**config.mk**
```make
export PLATFORM = sky130hd
export DESIGN_NAME = wave_sdram_sched
export DESIGN_NICKNAME = d
export VERILOG_FILES = /design/src/rtl/wave_sched_pkg.sv /design/src/rtl/wave_sdram_sched_rr_arbiter.sv /design/src/rtl/wave_sdram_sched.sv
export SDC_FILE = /design/constraint.sdc
export NUM_CORES = 1
export LEC_CHECK = 0
export BUFFER_PORTS_ARGS = -buffer_cell sky130_fd_sc_hd__buf_2
export CORE_MARGIN = 4
export CORE_UTILIZATION = 55
export CTS_BUF_LIST = sky130_fd_sc_hd__clkbuf_8
export DETAILED_ROUTE_END_ITERATION = 7
export GPL_TIMING_DRIVEN = 0
export PLACE_DENSITY = 0.89
export SLEW_MARGIN = 20
export SYNTH_ARGS = -nofsm -noshare
export SYNTH_HDL_FRONTEND = slang
export SYNTH_SLANG_ARGS = --single-unit
```
**constraint.sdc**
```tcl
create_clock -name clk -period 3.2 [get_ports clk]
set_clock_uncertainty 0.2 [all_clocks]
set_input_delay 0.48 -clock clk [delete_from_list [all_inputs] [get_ports clk]]
set_output_delay 0.48 -clock clk [all_outputs]
set_load 0.03 [all_outputs]
```
**src/rtl/wave_sched_pkg.sv**
```systemverilog
// Shared types and widths for the wave-sample SDRAM port scheduler.
package wave_sched_pkg;

  typedef enum logic [1:0] {
    S_IDLE  = 2'd0,
    S_WRITE = 2'd1,
    S_READ  = 2'd2
  } state_e;

  localparam int MEM_AW = 25;
  localparam int MEM_DW = 16;

endpackage

```
**src/rtl/wave_sdram_sched_rr_arbiter.sv**
```systemverilog
// Combinational round-robin pick: first requester at or after ptr, wrapping.
module rr_arbiter #(
  parameter int N  = 4,
  parameter int IW = (N > 1) ? $clog2(N) : 1
) (
  input  logic [N-1:0]  req,
  input  logic [IW-1:0] ptr,
  output logic [N-1:0]  gnt,
  output logic [IW-1:0] idx,
  output logic          any
);

  logic [IW-1:0] pos;

  always_comb begin
    gnt = '0;
    idx = '0;
    any = 1'b0;
    pos = '0;
    for (int i = 0; i < N; i++) begin
      pos = IW'((int'(ptr) + i) % N);
      if (!any && req[pos]) begin
        any      = 1'b1;
        gnt[pos] = 1'b1;
        idx      = pos;
      end
    end
  end

endmodule

```
**src/rtl/wave_sdram_sched.sv**
```systemverilog
// Shares the sound-sample SDRAM port between the ROM download writer and the
// wave channel readers: writes first, channels round-robin, one access in flight.
module wave_sdram_sched
  import wave_sched_pkg::*;
#(
  parameter int NCH     = 4,
  parameter int CAW     = 20,
  parameter int TIMEOUT = 63
) (
  input  logic                clk,
  input  logic                reset,
  input  logic                dl_active,
  input  logic                dl_wr,
  input  logic [MEM_AW-1:0]   dl_addr,
  input  logic [7:0]          dl_data,
  output logic                dl_busy,
  output logic                dl_ovf,
  input  logic [NCH-1:0]      ch_req,
  input  logic [NCH*CAW-1:0]  ch_addr,
  output logic [NCH-1:0]      ch_ack,
  output logic [MEM_DW-1:0]   ch_data,
  output logic [MEM_AW-1:0]   mem_addr,
  output logic                mem_rd,
  output logic                mem_we,
  output logic [7:0]          mem_din,
  input  logic [MEM_DW-1:0]   mem_dout,
  input  logic                mem_ack,
  output logic                timeout_err
);

  localparam int PW = (NCH > 1) ? $clog2(NCH) : 1;

  state_e            state_q, state_d;
  logic              buf_full_q, buf_full_d;
  logic [MEM_AW-1:0] buf_addr_q, buf_addr_d;
  logic [7:0]        buf_data_q, buf_data_d;
  logic [PW-1:0]     rr_ptr_q, rr_ptr_d;
  logic [PW-1:0]     grant_q, grant_d;
  logic [5:0]        wd_cnt_q, wd_cnt_d;
  logic [MEM_AW-1:0] mem_addr_q, mem_addr_d;
  logic              mem_rd_q, mem_rd_d;
  logic              mem_we_q, mem_we_d;
  logic [7:0]        mem_din_q, mem_din_d;
  logic [NCH-1:0]    ch_ack_q, ch_ack_d;
  logic [MEM_DW-1:0] ch_data_q, ch_data_d;
  logic              dl_ovf_q, dl_ovf_d;
  logic              timeout_err_q, timeout_err_d;
  logic              drain;

  logic [NCH-1:0]    arb_gnt;
  logic [PW-1:0]     arb_idx;
  logic              arb_any;

  rr_arbiter #(.N(NCH), .IW(PW)) u_arb (
    .req (ch_req),
    .ptr (rr_ptr_q),
    .gnt (arb_gnt),
    .idx (arb_idx),
    .any (arb_any)
  );

  always_comb begin
    state_d       = state_q;
    buf_full_d    = buf_full_q;
    buf_addr_d    = buf_addr_q;
    buf_data_d    = buf_data_q;
    rr_ptr_d      = rr_ptr_q;
    grant_d       = grant_q;
    wd_cnt_d      = wd_cnt_q;
    mem_addr_d    = mem_addr_q;
    mem_rd_d      = 1'b0;
    mem_we_d      = 1'b0;
    mem_din_d     = mem_din_q;
    ch_ack_d      = '0;
    ch_data_d     = ch_data_q;
    dl_ovf_d      = dl_ovf_q;
    timeout_err_d = timeout_err_q;
    drain         = 1'b0;

    case (state_q)
      S_IDLE: begin
        if (buf_full_q) begin
          mem_we_d   = 1'b1;
          mem_addr_d = buf_addr_q;
          mem_din_d  = buf_data_q;
          wd_cnt_d   = '0;
          state_d    = S_WRITE;
        end else if (!dl_wr && !dl_active && arb_any) begin
          // A strobe arriving this cycle lands in the buffer next cycle; hold
          // the read back so the write still goes first.
          mem_rd_d   = 1'b1;
          mem_addr_d = MEM_AW'(ch_addr[int'(arb_idx)*CAW +: CAW]);
          grant_d    = arb_idx;
          wd_cnt_d   = '0;
          state_d    = S_READ;
        end
      end
      S_WRITE: begin
        if (mem_ack) begin
          drain   = 1'b1;
          state_d = S_IDLE;
        end else if (wd_cnt_q == 6'(TIMEOUT - 1)) begin
          timeout_err_d = 1'b1;
          state_d       = S_IDLE;
        end else begin
          wd_cnt_d = wd_cnt_q + 6'd1;
        end
      end
      S_READ: begin
        if (mem_ack) begin
          ch_data_d         = mem_dout;
          ch_ack_d[grant_q] = 1'b1;
          rr_ptr_d          = (grant_q == PW'(NCH - 1)) ? '0 : grant_q + PW'(1);
          state_d           = S_IDLE;
        end else if (wd_cnt_q == 6'(TIMEOUT - 1)) begin
          timeout_err_d = 1'b1;
          state_d       = S_IDLE;
        end else begin
          wd_cnt_d = wd_cnt_q + 6'd1;
        end
      end
      default: state_d = S_IDLE;
    endcase

    // Single-entry buffer: a strobe in the draining cycle refills it.
    if (drain) begin
      buf_full_d = 1'b0;
    end
    if (dl_wr) begin
      if (!buf_full_q || drain) begin
        buf_full_d = 1'b1;
        buf_addr_d = dl_addr;
        buf_data_d = dl_data;
      end else begin
        dl_ovf_d = 1'b1;
      end
    end
  end

  always_ff @(posedge clk) begin
    if (reset) begin
      state_q       <= S_IDLE;
      buf_full_q    <= 1'b0;
      buf_addr_q    <= '0;
      buf_data_q    <= '0;
      rr_ptr_q      <= '0;
      grant_q       <= '0;
      wd_cnt_q      <= '0;
      mem_addr_q    <= '0;
      mem_rd_q      <= 1'b0;
      mem_we_q      <= 1'b0;
      mem_din_q     <= '0;
      ch_ack_q      <= '0;
      ch_data_q     <= '0;
      dl_ovf_q      <= 1'b0;
      timeout_err_q <= 1'b0;
    end else begin
      state_q       <= state_d;
      buf_full_q    <= buf_full_d;
      buf_addr_q    <= buf_addr_d;
      buf_data_q    <= buf_data_d;
      rr_ptr_q      <= rr_ptr_d;
      grant_q       <= grant_d;
      wd_cnt_q      <= wd_cnt_d;
      mem_addr_q    <= mem_addr_d;
      mem_rd_q      <= mem_rd_d;
      mem_we_q      <= mem_we_d;
      mem_din_q     <= mem_din_d;
      ch_ack_q      <= ch_ack_d;
      ch_data_q     <= ch_data_d;
      dl_ovf_q      <= dl_ovf_d;
      timeout_err_q <= timeout_err_d;
    end
  end

  assign dl_busy     = buf_full_q;
  assign dl_ovf      = dl_ovf_q;
  assign ch_ack      = ch_ack_q;
  assign ch_data     = ch_data_q;
  assign mem_addr    = mem_addr_q;
  assign mem_rd      = mem_rd_q;
  assign mem_we      = mem_we_q;
  assign mem_din     = mem_din_q;
  assign timeout_err = timeout_err_q;

endmodule

```
==> results of run 1 <==
==> stage by stage <==
stage | hold slack (ps) | worst slack, ps | instance area [µm²] | std cells | power [mW]
floorplan | 232.2 | 1237 | 5030 | 576 | 1.809
global placement | 236.7 | 955.7 | 6136 | 878 | 2.008
detailed placement | 245.9 | 900.3 | 6136 | 878 | 2.034
CTS | 125.7 | 876.6 | 6347 | 894 | 2.883
global route | 130.7 | 728.0 | 6347 | 894 | 3.006
finish | 132.2 | 835.5 | 6347 | 894 | 2.883
==> synth_stat cells (2+ instances only) <==
master	instances	share of area (%)
buf_8	4	1.2
nor3_1	2	0.20
nor2b_1	2	0.25
nor2_1	16	1.2
dfxtp_1	103	41
a41oi_1	2	0.35
mux2i_1	20	4.0
a31o_1	20	3.5
o21ai_1	20	2.0
inv_1	5	0.37
a22oi_1	26	3.9
a221oi_1	20	3.5
nor3b_1	4	0.60
o21ai_0	3	0.30
buf_2	19	1.9
a311oi_1	4	0.70
ha_1	9	2.2
nand2b_1	9	1.1
nand2_1	125	9.3
a221oi_2	20	6.0
nand3_1	23	2.3
and2_1	2	0.25
clkbuf_1	20	1.5
a21oi_1	69	6.9
buf_4	4	0.60
==> routing by layer <==
layer / share of wire [%] / routed length, µm / track usage (%)
met1: 39 / 6294 / 32.93
met2: 48 / 7842 / 50.42
met3: 9.4 / 1524 / 7.649
met4: 3.2 / 518 / 13.58
met5: 0 / 0 / 0
==> flip-flops by register name (all words and copies together), names as in the netlist <==
signal / count
dl_busy: 1
mem_rd: 1
grant_q: 2
mem_addr: 25
ch_ack: 4
state_q: 2
dl_ovf: 1
rr_ptr_q: 2
buf_addr_q: 25
wd_cnt_q: 6
mem_din: 8
timeout_err: 1
ch_data: 16
buf_data_q: 8
mem_we: 1
==> report_power, final <==
group / switching (mW) / total, mW / leakage (nW) / internal [mW]
Sequential: 0.0446 / 1.38 / 0.838 / 1.34
Combinational: 0.387 / 0.632 / 1.77 / 0.245
Clock: 0.486 / 0.866 / 0.108 / 0.380
Total: 0.918 / 2.88 / 2.72 / 1.96
==> cell type report <==
type                       instances  area, µm²
multi-input combinational        418       2674
fill                             695       2459
sequential                       103       2062
timing repair buffer             194      970.9
buffer                            49      271.5
tap                              108      135.1
clock buffer                       9      123.9
clock inverter                     7      87.58
inverter                           6      22.52
==> cell families (layout without fill, tap and decap cells) <==
group | Yosys count | in the layout | synth area share, %
and+or+nand+nor | 199 | 199 | 18.36
AOI/OAI and AO/OA | 190 | 190 | 28.58
DFF | 103 | 103 | 41.00
buffers and inverters | 55 | 265 | 5.846
muxes | 20 | 20 | 3.980
adders and majority gates | 9 | 9 | 2.239
==> final timing paths <==
check	endpoint	slack, ps
hold / removal	buf_addr_q[12]$_SDFFE_PP0P_	130
setup / recovery	mem_addr[17]$_SDFFE_PP0P_	840
setup reg to reg	mem_addr[17]$_SDFFE_PP0P_	840
hold reg to reg	mem_din[1]$_SDFFE_PP0P_	260
==> worst register-to-register path: stages, from the launching register on <==
cell and delay (ps):
dfxtp_1 350, inv_1 100, ha_1 310, and2_1 170, buf_2 200, clkbuf_1 440, a22oi_1 220, a221oi_2 290
==> summary.txt, run 1 <==
STA
  – Worst-Margin Slew: 752.8 ps
  – Setup tns final: 0 ps
  – Worst slew margin: 49.81%
  – Final setup vio count: 0
  – Final hold vios: 0
  – Fmax: 0.4229 GHz
  – Final period utilization: 73.89%
  – Crit path time final: 2364 ps
  – RSZ-0062 raised after global routing: false
  – Max Slew Vio Count: 0

Final layout
  – Share of cells above drive strength 1: 34.86%
  – Antenna Cells: 0
  – Nets: 928
  – Most frequent cells in the layout: 213 x buf_2, 125 x nand2_1, 103 x dfxtp_1
  – Area Growth Syn to Fin: 26.19%
  – Finished Core Util: 72.08%
  – Commonest non-fill, non-tap cell in the layout: buf_2

CTS
  – Max H-tree Level: 3
  – Clock root cell: clkbuf_8
  – CTS tree: built
  – Cts hold-fix bufs: 0
  – Setup bufs post-CTS: 0
  – Num CTS Buffers: 9
  – Post-CTS sizing: 0
  – Clock-pin slew on the worst setup and hold paths: 120 ps
  – Bufs on Longest Clock Path: 2
  – Clock sink total: 103
  – Worst skew pair latency: 380 ps

Critical path
  – Crit path DAT: 2450 ps
  – Crit. End Element: flip-flop
  – CP max-delay cell: clkbuf_1
  – Worst R2R Path Depth: 7
  – Worst path depth: 7
  – CP max FO: 10
  – Critical Path Max Stage Delay: 440 ps
  – Startpoint types: flip-flop
  – CP delay by family, top: buffers and inverters
  – Worst-path cell chain: inv_1 > ha_1 > and2_1 > buf_2 > clkbuf_1 > a22oi_1 > a221oi_2
  – Buf/Inv on CP: 3
  – CP startpoint: state_q[1]$_SDFFE_PP0P_
  – Worst setup path class: flip-flop to flip-flop
  – FF-to-FF Start: state_q[1]$_SDFFE_PP0P_
  – WP data required: 3280 ps

Drt
  – Detailed Routing Iterations Pass 1: 5
  – Via count: 5,292
  – DRC violations left: 0
  – Detailed-route wire length: 16,180 µm
  – Initial DRC Count: 437
  – Routed wire per std cell: 18.10 µm
  – Final ANT Viol Nets: 0
  – Vias per cell: 5.919

Die
  – IO Count: 196
  – # rows: 34
  – Die area: 10,740 µm²
  – Die width: 103.6 µm
  – Core area: 8806 µm²
  – Initial Util: 57.12%
  – DIE HEIGHT: 103.6 µm

Min path
  – HP Class: input port to flip-flop
  – Min-Delay Startpoint: dl_addr[12]
  – Hold Path Stages: 3

Global route
  – Pin count of the biggest net entering global routing: 20
  – Gr usage total: 28.91%
  – First-pass GRT wire length: 25,830 µm
  – Vias in the first global route: 5,363
  – Overflow after GRT: 0
  – Initial antenna violation count: 0

Yosys
  – Post-synth EDFFs: 0
  – Sequential fraction of the synthesis area: 41.00%
  – Synth Cell Area: 5030 µm²
  – Post-Synthesis Cells: 576
  – Netlist cell types: 50
  – Syn_area_per_cell: 8.732 µm²
  – Synth Flop Type: dfxtp_1
  – Synth warn: 0
  – Synth Net Count: 723
  – Ys async rst share: 0%
  – Seq cells post-synth: 103

Power and ir drop
  – Leak pwr: 2.720 nW
  – VDD IR max: 301.3 µV
  – Power per Cell Area: 454.2 nW/µm²

Run status
  – Run status: finished, final reports clean

Job
  – Total of max-cap violations: 0

Placed design
  – GP Congestion: 0.9086
  – Detailed Place HPWL: 12,300 µm
  – Port Buf Inserts: 194
Power figures use the tool's default switching activity.
==> inputs of run 2 (changes only) <==
--- a/config.mk
+++ b/config.mk
@@ -7,11 +7,11 @@
 export LEC_CHECK = 0
 export BUFFER_PORTS_ARGS = -buffer_cell sky130_fd_sc_hd__buf_2
 export CORE_MARGIN = 4
-export CORE_UTILIZATION = 55
+export CORE_UTILIZATION = 51
 export CTS_BUF_LIST = sky130_fd_sc_hd__clkbuf_8
 export DETAILED_ROUTE_END_ITERATION = 7
 export GPL_TIMING_DRIVEN = 0
-export PLACE_DENSITY = 0.89
+export PLACE_DENSITY = 0.83
 export SLEW_MARGIN = 20
 export SYNTH_ARGS = -nofsm -noshare
 export SYNTH_HDL_FRONTEND = slang
==> constraint.sdc (replaced) <==
create_clock -name clk -period 2.3 [get_ports clk]
set_clock_uncertainty 0.2 [all_clocks]
set_input_delay 0.345 -clock clk [delete_from_list [all_inputs] [get_ports clk]]
set_output_delay 0.345 -clock clk [all_outputs]
set_load 0.03 [all_outputs]
==> run 2 against run 1 <==
Against the previous run:
- core utilization is 3.6 points lower
- global-route usage is 1.7 points lower
- sequential share of layout area is 0.50 points lower
- via count is 1.9% lower
- final area is 1.6% higher
- maximum frequency is 11% higher
- register-to-register slack worse by 680 ps
- non-clock buffer count is 9 higher
- critical path depth is 1 higher
- hold slack worse by 120 ps
- largest cell class unchanged
==> summary.txt, run 2 (synthesized netlist as in run 1, its figures left out) <==
Final layout
  – Commonest non-fill, non-tap cell in the layout: buf_2
  – Most frequent cells in the layout: 213 x buf_2, 125 x nand2_1, 103 x dfxtp_1
  – Area Growth Syn to Fin: 28.16%
  – Share of cells above drive strength 1: 35.09% (+0.23 points)
  – Antenna Cells: 0 (unchanged)
  – Finished Core Util: 68.47% (-3.6 points)
  – Design area: 6446 µm² (+1.6%)
  – Nets: 937 (+0.97%)

Drt
  – Detailed Routing Iterations Pass 1: 7 (+2)
  – Highest metal used: met4
  – Met2 wire length: 7563 µm (-3.6%)
  – Length of routed wiring on met1: 6627 µm (+5.3%)
  – Via count: 5,194 (-1.9%)
  – Detailed-route wire length: 15,950 µm (-1.4%)
  – Vias per cell: 5.621 (-5.0%)
  – Initial DRC Count: 390 (-11%)
  – Met3 routed WL: 1371 µm (-10%)
  – Final ANT Viol Nets: 0 (unchanged)
  – DRC violations left: 0 (unchanged)
  – Routed wire per std cell: 17.26 µm (-4.6%)

Critical path
  – FF-to-FF Start: state_q[0]$_SDFFE_PP0P_
  – Worst R2R Path Depth: 8 (+1)
  – CP max FO: 8 (-2)
  – Crit. End Element: flip-flop
  – Startpoint types: flip-flop
  – Worst setup path class: flip-flop to flip-flop
  – Reg-to-reg setup timing slack: 160 ps (-680 ps)
  – Reg2Reg Capture Point: wd_cnt_q[5]$_SDFFE_PP0P_
  – Crit path DAT: 2220 ps (-230 ps)
  – WP data required: 2380 ps (-900 ps)

Placed design
  – DP Area: 6162 µm² (+0.43%)
  – Port Buf Inserts: 194 (unchanged)
  – GP Congestion: 0.8946 (-1.5%)
  – Detailed Place HPWL: 12,380 µm (+0.71%)

STA
  – Worst-Margin Slew: 745.9 ps (-6.888 ps)
  – RSZ-0062 raised after global routing: true
  – Max Slew Vio Count: 0 (unchanged)
  – Final setup vio count: 0 (unchanged)
  – Fmax: 0.4674 GHz (+11%)
  – Final hold vios: 0 (unchanged)
  – Worst slew margin: 50.27% (+0.46 points)
  – Final period utilization: 93.03% (+19 points)
  – WHS: 7.513 ps (-124.7 ps)
  – Crit path time final: 2140 ps (-224.7 ps)

Min path
  – Hold EP: buf_addr_q[5]$_SDFFE_PP0P_
  – HP Class: input port to flip-flop
  – Hold Path Stages: 3 (unchanged)
  – Min-Delay Startpoint: dl_addr[5]

Power and ir drop
  – VDD IR max: 417.5 µV (+39%)
  – Power consumption: 3.914 mW (+36%)
  – Leak pwr: 2.750 nW (+1.1%)
  – Power per Cell Area: 607.1 nW/µm² (+34%)

Global route
  – Gr usage total: 27.23% (-1.7 points)
  – Vias in the first global route: 5,297 (-1.2%)
  – First-pass GRT wire length: 25,180 µm (-2.5%)
  – Pin count of the biggest net entering global routing: 20 (unchanged)
  – Initial antenna violation count: 0 (unchanged)
  – Overflow after GRT: 0 (unchanged)

CTS
  – Worst skew pair latency: 370 ps (about the same)
  – Num CTS Buffers: 9 (unchanged)
  – Clock root cell: clkbuf_8
  – Clock sink total: 103 (unchanged)
  – Max H-tree Level: 3 (unchanged)
  – CTS tree: built
  – Bufs on Longest Clock Path: 2 (unchanged)
  – Clock-pin slew on the worst setup and hold paths: 110 ps (about the same)

Die
  – Core area: 9415 µm² (+6.9%)
  – Initial Util: 53.42% (-3.7 points)
  – Die area: 11,520 µm² (+7.2%)
  – DIE HEIGHT: 107.3 µm (+3.6%)
  – # rows: 35 (+2.9%)
  – Die width: 107.3 µm (+3.6%)
  – IO Count: 196 (unchanged)

Run status
  – Run status: finished, final reports clean

Job
  – Total of max-cap violations: 0 (unchanged)
==> run 2: cell count changes in the layout (fill, tap and decap cells not counted), sizes merged <==
cell,delta
dlygate4sd3,+7
buf,+2
clkinvlp,+2
bufinv,-1
clkinv,-1
==> run 2: cell type report <==
type / count / area, µm²
Multi-Input combinational cell: 418 / 2681
Buffer: 49 / 274.0
Clock buffer: 9 / 123.9
Fill cell: 757 / 2969
Timing Repair Buffer: 203 / 1056
Tap cell: 129 / 161.4
Inverter: 6 / 22.52
Sequential cell: 103 / 2062
Clock inverter: 7 / 65.06
==> run 2: metrics by stage <==
| stage | std cells | TNS, ps | setup slack, ps |
|---|---|---|---|
| 6_report | 924 | 0 | 160.3 |
| 4_1_cts | 920 | 0 | 24.40 |
| 3_3_place_gp | 899 | 0 | 111.0 |
| 2_1_floorplan | 576 | 0 | 336.7 |
| 5_1_grt | 924 | -39.38 | -39.38 |
| 3_5_place_dp | 899 | 0 | 36.58 |
==> run 2: power by group <==
group	internal, mW	switching [mW]
Combinational	0.356	0.541
Clock	0.416	0.675
Sequential	1.86	0.0614
==> run 2: repair_timing <==
item	CTS	global route
endpoints found under the hold margin	5	2
gates resized for setup	0	7
setup endpoints to repair	0	25
setup buffers	0	2
hold buffers	5	2
==> run 2: worst max-delay path, cell delays in order (launching register included) <==
cell      delay (ps)
dfxtp_1          370
inv_1             70
ha_2             420
and2b_1          180
o21ai_1          150
a21oi_2          250
buf_4            150
a21oi_1           50
a311oi_1         220
==> run 2: worst max path at each step <==
| stage | slack (ps) | from | endpoint |
|---|---|---|---|
| finish | 160 | state_q[0]$_SDFFE_PP0P_ | wd_cnt_q[5]$_SDFFE_PP0P_ |
| global placement | 110 | state_q[0]$_SDFFE_PP0P_ | mem_addr[16]$_SDFFE_PP0P_ |
| detailed placement | 40 | state_q[0]$_SDFFE_PP0P_ | mem_addr[16]$_SDFFE_PP0P_ |
| global route | -40 | state_q[0]$_SDFFE_PP0P_ | wd_cnt_q[3]$_SDFFE_PP0P_ |
| floorplan | 340 | state_q[0]$_SDFFE_PP0P_ | wd_cnt_q[4]$_SDFFE_PP0P_ |
| CTS | 20 | state_q[0]$_SDFFE_PP0P_ | mem_addr[16]$_SDFFE_PP0P_ |
==> run 2: metal layers <==
layer / vias to the layer above / GRT usage (%)
li1: 2515 / -
met1: 2406 / 33.65
met2: 241 / 45.62
met3: 32 / 6.299
met4: 0 / 11.14
met5: - / 0
==> inputs of run 3 (changes only) <==
--- a/config.mk
+++ b/config.mk
@@ -12,6 +12,7 @@
 export DETAILED_ROUTE_END_ITERATION = 7
 export GPL_TIMING_DRIVEN = 0
 export PLACE_DENSITY = 0.83
+export SETUP_SLACK_MARGIN = 0.4
 export SLEW_MARGIN = 20
 export SYNTH_ARGS = -nofsm -noshare
 export SYNTH_HDL_FRONTEND = slang
==> run 3 against run 2 <==
Against the previous run:
- largest power group unchanged
- combinational power up 11%
- highest routed layer unchanged
- sequential power is essentially flat
- non-clock buffer count decreased by 3
- core utilization is 3.0 points higher
- critical endpoint is now mem_addr[16]$_SDFFE_PP0P_
- global-route usage decreased by 0.090 points
- hold slack got worse by 2.6 ps
==> summary.txt, run 3 (synthesized netlist as in run 1, its figures left out) <==
CTS
  – Clock-pin slew on the worst setup and hold paths: 100 ps (about the same)
  – Num CTS Buffers: 9 (unchanged)
  – Cts hold-fix bufs: 0 (-5)
  – Bufs on Longest Clock Path: 2 (unchanged)
  – Worst skew pair latency: 370 ps (about the same)
  – Clock sink total: 103 (unchanged)
  – Clock root cell: clkbuf_8
  – Max H-tree Level: 3 (unchanged)
  – CTS tree: built

Critical path
  – Crit path DAT: 1850 ps (-370 ps)
  – Buf/Inv on CP: 3 (+1)
  – CP max FO: 10 (+2)
  – CP max-delay cell: dfxtp_2
  – Startpoint types: flip-flop
  – Most used cell, CP: a221oi_2
  – Crit. End Element: flip-flop
  – CP delay by family, top: buffers and inverters
  – Critical Path Max Stage Delay: 370 ps (-50 ps)
  – Worst-path cell chain: inv_2 > ha_4 > and2_1 > buf_4 > buf_6 > a221oi_2 > a221oi_2
  – WP data required: 2320 ps (-60 ps)
  – Reg-to-reg setup timing slack: 460 ps (+300 ps)
  – Worst setup path class: flip-flop to flip-flop

STA
  – Setup tns final: 0 ps (unchanged)
  – Fmax: 0.5436 GHz (+16%)
  – Worst-Margin Slew: 728.2 ps (-17.67 ps)
  – WHS: 4.938 ps (-2.575 ps)
  – Final hold vios: 0 (unchanged)
  – RSZ-0062 raised after global routing: true
  – Final setup vio count: 0 (unchanged)
  – Crit path time final: 1840 ps (-300.1 ps)
  – Max Slew Vio Count: 0 (unchanged)
  – Final period utilization: 79.98% (-13 points)
  – Worst slew margin: 51.45% (+1.2 points)

Placed design
  – # placed instances: 899 (unchanged)
  – Detailed Place HPWL: 12,240 µm (-1.1%)
  – Port Buf Inserts: 194 (unchanged)
  – DP Area: 6165 µm² (about the same)
  – GP Congestion: 0.8506 (-4.9%)

Drt
  – DRC violations left: 0 (unchanged)
  – Routed wire per std cell: 17.53 µm (+1.6%)
  – Detailed-route wire length: 16,150 µm (+1.3%)
  – Final ANT Viol Nets: 0 (unchanged)
  – Initial DRC Count: 249 (-36%)
  – Via count: 5,240 (+0.89%)
  – Vias per cell: 5.689 (+1.2%)
  – Detailed Routing Iterations Pass 1: 7 (unchanged)

Die
  – IO Count: 196 (unchanged)
  – # rows: 35 (unchanged)
  – Die width: 107.3 µm (unchanged)
  – Core area: 9415 µm² (unchanged)
  – Initial Util: 53.42% (unchanged)
  – Die area: 11,520 µm² (unchanged)
  – DIE HEIGHT: 107.3 µm (unchanged)

Final layout
  – Antenna Cells: 0 (unchanged)
  – Most frequent cells in the layout: 199 x buf_2, 124 x nand2_1, 98 x dfxtp_1
  – Area Growth Syn to Fin: 33.86%
  – Commonest non-fill, non-tap cell in the layout: buf_2
  – Fillers: 730 (-3.6%)
  – Design area: 6733 µm² (+4.4%)
  – Final non-filler cell total: 921 (-0.32%)
  – Nets: 934 (-0.32%)
  – Share of cells above drive strength 1: 40.91% (+5.8 points)

Power and ir drop
  – Clock share of power: 29.1% (+1.2 points)
  – Int Power: 2.828 mW (+7.3%)
  – Sw frac: 31.50% (-1.1 points)
  – Register share of total power: 46.8% (-2.4 points)
  – Power per Cell Area: 613.2 nW/µm² (+1.0%)
  – P_sw: 1.300 mW (+1.8%)
  – VDD IR max: 354.6 µV (-15%)
  – Comb pwr share: 24.1% (+1.2 points)
  – Leak pwr: 2.880 nW (+4.7%)

Run status
  – Run status: finished, final reports clean

Global route
  – Overflow after GRT: 0 (unchanged)
  – Initial antenna violation count: 0 (unchanged)
  – Vias in the first global route: 5,151 (-2.8%)
  – First-pass GRT wire length: 25,100 µm (-0.33%)
  – Gr usage total: 27.14% (-0.090 points)
  – Pin count of the biggest net entering global routing: 19 (-5.0%)

Job
  – Total of max-cap violations: 0 (unchanged)

Min path
  – HP Class: input port to flip-flop
[run 3: cell count changes in the layout (fill, tap and decap cells not counted), moves of 6 or more]
| cell | change |
|---|---|
| buf_6 | +8 |
| buf_4 | +9 |
| a221oi_1 | -15 |
| dlygate4sd3_1 | -7 |
| clkbuf_1 | -6 |
| buf_2 | -14 |
| a221oi_2 | +14 |
[run 3: final timing paths]
| check | from | endpoint | cells past startpoint |
|---|---|---|---|
| max | state_q[1]$_SDFFE_PP0P_ | mem_addr[16]$_SDFFE_PP0P_ | 7 |
| max reg2reg | state_q[1]$_SDFFE_PP0P_ | mem_addr[16]$_SDFFE_PP0P_ | 7 |
| min | dl_addr[21] | buf_addr_q[21]$_SDFFE_PP0P_ | 3 |
| min reg2reg | buf_data_q[5]$_SDFFE_PP0P_ | buf_data_q[5]$_SDFFE_PP0P_ | 2 |
[run 3: metrics by stage]
step	utilization, %	power [mW]	worst slack [ps]
CTS	69.74	4.074	353.9
detailed placement	65.48	2.837	117.6
global route	71.51	4.299	372.4
global placement	65.48	2.814	163.1
finish	71.51	4.129	460.4
floorplan	-	2.519	415.6
[run 3: power groups by stage]
| stage | clock (mW) | combinational, mW | sequential, mW |
|---|---|---|---|
| after detailed placement | 0 | 0.873 | 1.96 |
| after global placement | 0 | 0.853 | 1.96 |
| after CTS | 1.21 | 0.935 | 1.93 |
| after global routing | 1.28 | 1.07 | 1.94 |
| final | 1.20 | 0.995 | 1.93 |
| after floorplan | 0 | 0.490 | 2.03 |
[run 3: worst register-to-register path, cell delays in order (launching register included)]
cell and delay [ps]:
dfxtp_2 370, inv_2 60, ha_4 170, and2_1 140, buf_4 180, buf_6 170
a221oi_2 310, a221oi_2 90
[run 3: layout make-up]
class / count / area, µm² / area share [%]
buffer: 49 / 367.9 / 5.464
clock buffer: 10 / 137.6 / 2.044
clock inverter: 6 / 73.82 / 1.096
inverter: 6 / 25.02 / 0.3717
multi-input combinational: 418 / 2877 / 42.72
sequential: 103 / 2071 / 30.76
tap: 129 / 161.4 / 2.397
timing repair buffer: 200 / 1020 / 15.15
[run 3: what timing repair did]
action,in CTS,in global routing
endpoints found under the hold margin,0,0
setup buffers,3,3
pin swaps,2,6
resized for setup,40,50
setup endpoints to repair,74,78
[run 3: per-layer routing]
metal,vias to the layer above,GRT usage [%],share of wire [%]
met1,2473,33.11,40
li1,2518,-,-
met2,220,47.90,50
met3,29,5.219,8.0
met5,-,0,0
met4,0,8.767,1.9
